==> src/rtl/mem_bus_arbiter.sv <==
// mem_bus_arbiter: round-robin two-port memory bus arbiter with programmable wait states
// and error completion for accesses to unused chip-selects or writes to ROM.
module mem_bus_arbiter #(
  parameter int ADDR_WIDTH  = 32,
  parameter int DATA_WIDTH  = 64,
  parameter int WAIT_STATES = 1
) (
  input  logic                  i_clock,
  input  logic                  i_reset_n,
  input  logic                  i_req0,
  input  logic                  i_req1,
  input  logic                  i_we0,
  input  logic                  i_we1,
  input  logic [ADDR_WIDTH-1:0] i_addr0,
  input  logic [ADDR_WIDTH-1:0] i_addr1,
  input  logic [DATA_WIDTH-1:0] i_wdata0,
  input  logic [DATA_WIDTH-1:0] i_wdata1,
  input  logic [1:0]            i_size0,
  input  logic [1:0]            i_size1,
  input  logic [1:0]            i_cs0,
  input  logic [1:0]            i_cs1,
  output logic                  o_gnt0,
  output logic                  o_gnt1,
  output logic                  o_done0,
  output logic                  o_done1,
  output logic                  o_err0,
  output logic                  o_err1,
  output logic [DATA_WIDTH-1:0] o_rdata,
  output logic [ADDR_WIDTH-1:0] o_mem_address,
  output logic [DATA_WIDTH-1:0] o_mem_wdata,
  output logic [1:0]            o_mem_cs,
  output logic                  o_mem_write_en,
  output logic                  o_mem_read,
  output logic [1:0]            o_mem_size,
  input  logic [DATA_WIDTH-1:0] i_mem_rdata
);
  localparam logic [1:0] IDLE = 2'd0, ACCESS = 2'd1, DONE = 2'd2;
  localparam logic [3:0] WS = 4'(WAIT_STATES);
  logic [1:0]            r_state;
  logic                  r_last, r_owner, r_we, r_err;
  logic [ADDR_WIDTH-1:0] r_addr;
  logic [DATA_WIDTH-1:0] r_wdata, r_rdata;
  logic [1:0]            r_size, r_cs;
  logic [3:0]            r_cnt;
  logic                  w_pick, w_we, w_illegal, w_access, w_done, w_busy;
  logic [1:0]            w_cs;
  // on a tie the port that did not own the bus last time wins
  assign w_pick    = (i_req0 & i_req1) ? ~r_last : i_req1;
  assign w_we      = w_pick ? i_we1 : i_we0;
  assign w_cs      = w_pick ? i_cs1 : i_cs0;
  assign w_illegal = (w_cs == 2'b00) | (w_we & (w_cs == 2'b10));
  assign w_access  = r_state == ACCESS;
  assign w_done    = r_state == DONE;
  assign w_busy    = r_state != IDLE;
  always_ff @(posedge i_clock or negedge i_reset_n) begin
    if (!i_reset_n) begin
      r_state <= IDLE;
      r_last  <= 1'b1;
      r_owner <= 1'b0;
      r_we    <= 1'b0;
      r_err   <= 1'b0;
      r_addr  <= '0;
      r_wdata <= '0;
      r_rdata <= '0;
      r_size  <= '0;
      r_cs    <= '0;
      r_cnt   <= '0;
    end else if (r_state == IDLE && (i_req0 | i_req1)) begin
      r_owner <= w_pick;
      r_last  <= w_pick;
      r_we    <= w_we;
      r_cs    <= w_cs;
      r_addr  <= w_pick ? i_addr1 : i_addr0;
      r_wdata <= w_pick ? i_wdata1 : i_wdata0;
      r_size  <= w_pick ? i_size1 : i_size0;
      r_err   <= w_illegal;
      r_cnt   <= WS;
      r_state <= w_illegal ? DONE : ACCESS;
    end else if (w_access) begin
      r_cnt   <= (r_cnt == 4'd0) ? r_cnt : r_cnt - 4'd1;
      r_rdata <= (r_cnt == 4'd0 && !r_we) ? i_mem_rdata : r_rdata;
      r_state <= (r_cnt == 4'd0) ? DONE : ACCESS;
    end else if (w_done) begin
      r_state <= IDLE;
      r_rdata <= '0;
      r_err   <= 1'b0;
    end
  end
  assign o_gnt0         = w_busy & ~r_owner;
  assign o_gnt1         = w_busy & r_owner;
  assign o_done0        = w_done & ~r_owner;
  assign o_done1        = w_done & r_owner;
  assign o_err0         = w_done & r_err & ~r_owner;
  assign o_err1         = w_done & r_err & r_owner;
  assign o_rdata        = r_rdata;
  // memory side stays idle outside ACCESS
  assign o_mem_address  = w_access ? r_addr : '0;
  assign o_mem_wdata    = w_access ? r_wdata : '0;
  assign o_mem_cs       = w_access ? r_cs : 2'b00;
  assign o_mem_size     = w_access ? r_size : 2'b00;
  assign o_mem_write_en = w_access & r_we;
  assign o_mem_read     = w_access & ~r_we;
endmodule

==> config.mk <==
export PLATFORM = sky130hd
export DESIGN_NAME = mem_bus_arbiter
export DESIGN_NICKNAME = d
export VERILOG_FILES = /design/src/rtl/mem_bus_arbiter.sv
export SDC_FILE = /design/constraint.sdc
export NUM_CORES = 1
export LEC_CHECK = 0
export ABC_CLOCK_PERIOD_IN_PS = 5300
export CAP_MARGIN = 0
export CORE_AREA = 2 2 170 172
export CTS_BUF_LIST = sky130_fd_sc_hd__clkbuf_8
export CTS_CLUSTER_DIAMETER = 150
export DETAILED_ROUTE_END_ITERATION = 16
export DIE_AREA = 0 0 172 174
export GPL_TIMING_DRIVEN = 0
export PLACE_DENSITY_LB_ADDON = 0.1
export REMOVE_ABC_BUFFERS = 1
export SLEW_MARGIN = 10
export SYNTH_ARGS = -nofsm -noshare
export SYNTH_HDL_FRONTEND = slang
export SYNTH_SLANG_ARGS = --single-unit
==> constraint.sdc <==
create_clock -name i_clock -period 5.3 [get_ports i_clock]
set_input_delay 0.795 -clock i_clock [delete_from_list [all_inputs] [get_ports i_clock]]
set_output_delay 0.795 -clock i_clock [all_outputs]
set_load 0.01 [all_outputs]
==> run metrics <==
outcome complete, no violations; R2R setup slack 2.82 ns; Remaining DRCs 0; wire length per cell 17.2 µm; CTS Buffer Depth 2; Worst setup SP type register; Setup Fix Bufs, Post-CTS 0; pre-CTS setup slack 1.97 ns; TritonCTS clock tree done; Core ar. 0.0282 mm²; CP Capture Type output port; top cells by area, synth dfrtp_1, mux2i_1, and2_1; final worst slack 2.01 ns; Area Overhead vs Synth 63.8%; vias in the first global route 6946; Synth top area share 0.525; Synth Area in XOR/XNOR 0.00319; Max Fclk 304 MHz; I/O pins 442; num rows 62; largest family of logic cells by synthesized area compound AO/OA/AOI/OAI gates; fillcell total 2675; RSZ-0062 raised after global routing no; flops & latches, synth 174; Post-Synth Simple-Gate Area 0.143; Initial DRC Count 265; Area after DPL 0.0131 mm²; share of cells above drive strength 1 0.0507; cell area after layout 0.0135 mm²; largest area contributor in the netlist dfrtp_1; Final setup violation count 0; Final HPWL DP 20400 µm; DIE WIDTH 172 µm; mean area per synthesized cell 10.9 µm²; Compound-Gate Fraction of Synth Area 0.144; RePlAce Congestion 0.738; Power Total 6.47 mW; Worst EP required 4.51 ns; Root Driver clkbuf_8; Worst Skew 0.0174 ns; largest fanout on the critical path 73; Port Buffers 441; Syn. warnings 0; post-route ant nets 0; Hold WC Path Type in -> async; Tot GR Track Use 0.178; Synth Instances 756; first-pass GRT wire length 40600 µm; die height 174 µm; clk slew on worst S/H paths 0.11 ns; largest net degree at the start of global routing 90; drt pass-1 iters 4; Via-to-Cell Ratio 4.42; synthesized area 0.00825 mm²; TNS Setup 0 ns; Max Slew Vio Count 0; Tightest Pin Transition 0.765 ns; CTS H-tree lvls 4; Fin. Hold Viols 0; FF/Latch Area 0.00436 mm²; CTS resizes 0; fin crit share 0.620; Initial Util 0.292; PwrDens 479 mW/mm²; Synth Area in Adders 0.00759; GRT overflow 0; max-cap violation count 0; area of the multi-input gates 0.00350 mm²; register area share after synthesis 0.528; CP Class reg -> out; r2r startpoint r_state[0]; Final Critical Period 3.29 ns; ant diodes 0; total CTS buffers 17; later-pin clock latency in the skew report 0.46 ns; fin nets 1445; clk sinks 174; Critical Path Source r_state[1]; slew margin rel. 0.490; drt total wl 26900 µm; initial antenna violation count 0; Max VDD drop 0.000297 V; via count 6932; count of different cell masters after synthesis 42; CTS Hold Bufs 0; Leak 5.77 nW; full die area 0.0299 mm²; post-synthesis mux area share 0.123; Crit path arrival time 2.49 ns
==> critical path, stage by stage, from the launching register on <==
cell and delay (ns):
dfrtp_1 0.42, inv_1 0.12, ha_4 0.40, buf_16 0.29, and2_1 0.17, clkdlybuf4s50_1 0.58
==> power by group <==
| group | switching [mW] | internal, mW |
|---|---|---|
| combinational | 1.58 | 1.77 |
| sequential | 0.280 | 1.91 |
| clock | 0.574 | 0.351 |
==> final timing paths <==
| path | to | cells after the start |
|---|---|---|
| max | o_mem_wdata[48] | 5 |
| min | r_wdata[62] | 1 |
| max reg2reg | o_rdata[55] | 6 |
| min reg2reg | r_wdata[21] | 2 |
| max in group asynchronous | r_wdata[21] | 2 |
| min in group i_clock | r_wdata[21] | 2 |
==> per-stage QoR <==
step,cells,hold slack (ns),util
6_report,1567,0.248,0.478
5_1_grt,1567,0.296,0.478
4_1_cts,1567,0.298,0.478
3_5_place_dp,1535,0.464,0.465
3_3_place_gp,1520,0.458,0.451
2_1_floorplan,695,0.442,-
==> Yosys cell counts <==
cell,n
dfrtp_1,173
nand2_1,103
and2_1,102
mux2i_1,100
o21ai_1,76
a22o_1,63
clkbuf_1,26
o21ai_0,24
buf_2,11
buf_4,8
buf_6,7
buf_8,7
nor2_1,7
ha_1,5
inv_1,5
nor2b_1,5
a21oi_1,3
nand3_1,3
a22o_4,2
a31oi_1,2
o21a_1,2
xor2_1,2
a21boi_2,1
a311oi_1,1
a32oi_1,1
and3_1,1
and4_4,1
buf_1,1
clkbuf_4,1
dfstp_2,1
mux2_2,1
nand2_4,1
nand2b_1,1
nand4b_2,1
nor3_1,1
nor3b_1,1
o21ai_2,1
o32a_1,1
o32ai_1,1
or2_2,1
or3b_4,1
xnor2_1,1
==> registers in the layout, indices dropped and copies added (netlist names) <==
register  count
r_err         1
o_rdata      64
r_state       2
r_owner       1
r_last        1
r_we          1
r_addr       32
r_wdata      64
r_size        2
r_cs          2
r_cnt         4
==> routing by layer <==
metal	GRT usage	up-vias	share of wire
met2	0.302	267	0.48
met4	0.0564	0	0.019
li1	-	3436	-
met1	0.214	3202	0.41
met3	0.0576	27	0.092
met5	0	-	0
==> cell type report <==
| type | instances | area share |
|---|---|---|
| clock buffer | 17 | 0.0173 |
| clock inverter | 15 | 0.0107 |
| inverter | 5 | 0.00139 |
| multi-input combinational | 516 | 0.259 |
| sequential | 174 | 0.322 |
| tap | 384 | 0.0356 |
| timing repair buffer | 456 | 0.353 |
==> kinds of logic after synthesis <==
logic type	count (synthesis)
buf+inv	66
fa+ha+maj	5
simple gates	229
mux	101
flops	174
compound gates	178
xor+xnor	3
==> placed cells by master (no fill, tap or decap), drive strengths merged, types with 2 or more instances in the layout <==
cell type      synthesis  layout
nand3                  3       3
nand2                104     104
clkdlybuf4s50          0     440
ha                     5       5
o21a                   2       2
inv                    5      14
nor2b                  5       5
and2                 102     102
clkinv                 0       4
clkinvlp               0       2
a21oi                  3       3
o21ai                101     101
dfrtp                173     173
a22o                  65      65
clkbuf                27      17
nor2                   7       7
mux2i                100     100
a31oi                  2       2
buf                   34      16
xor2                   2       2
Note: power is estimated with default switching activity, not from simulation.
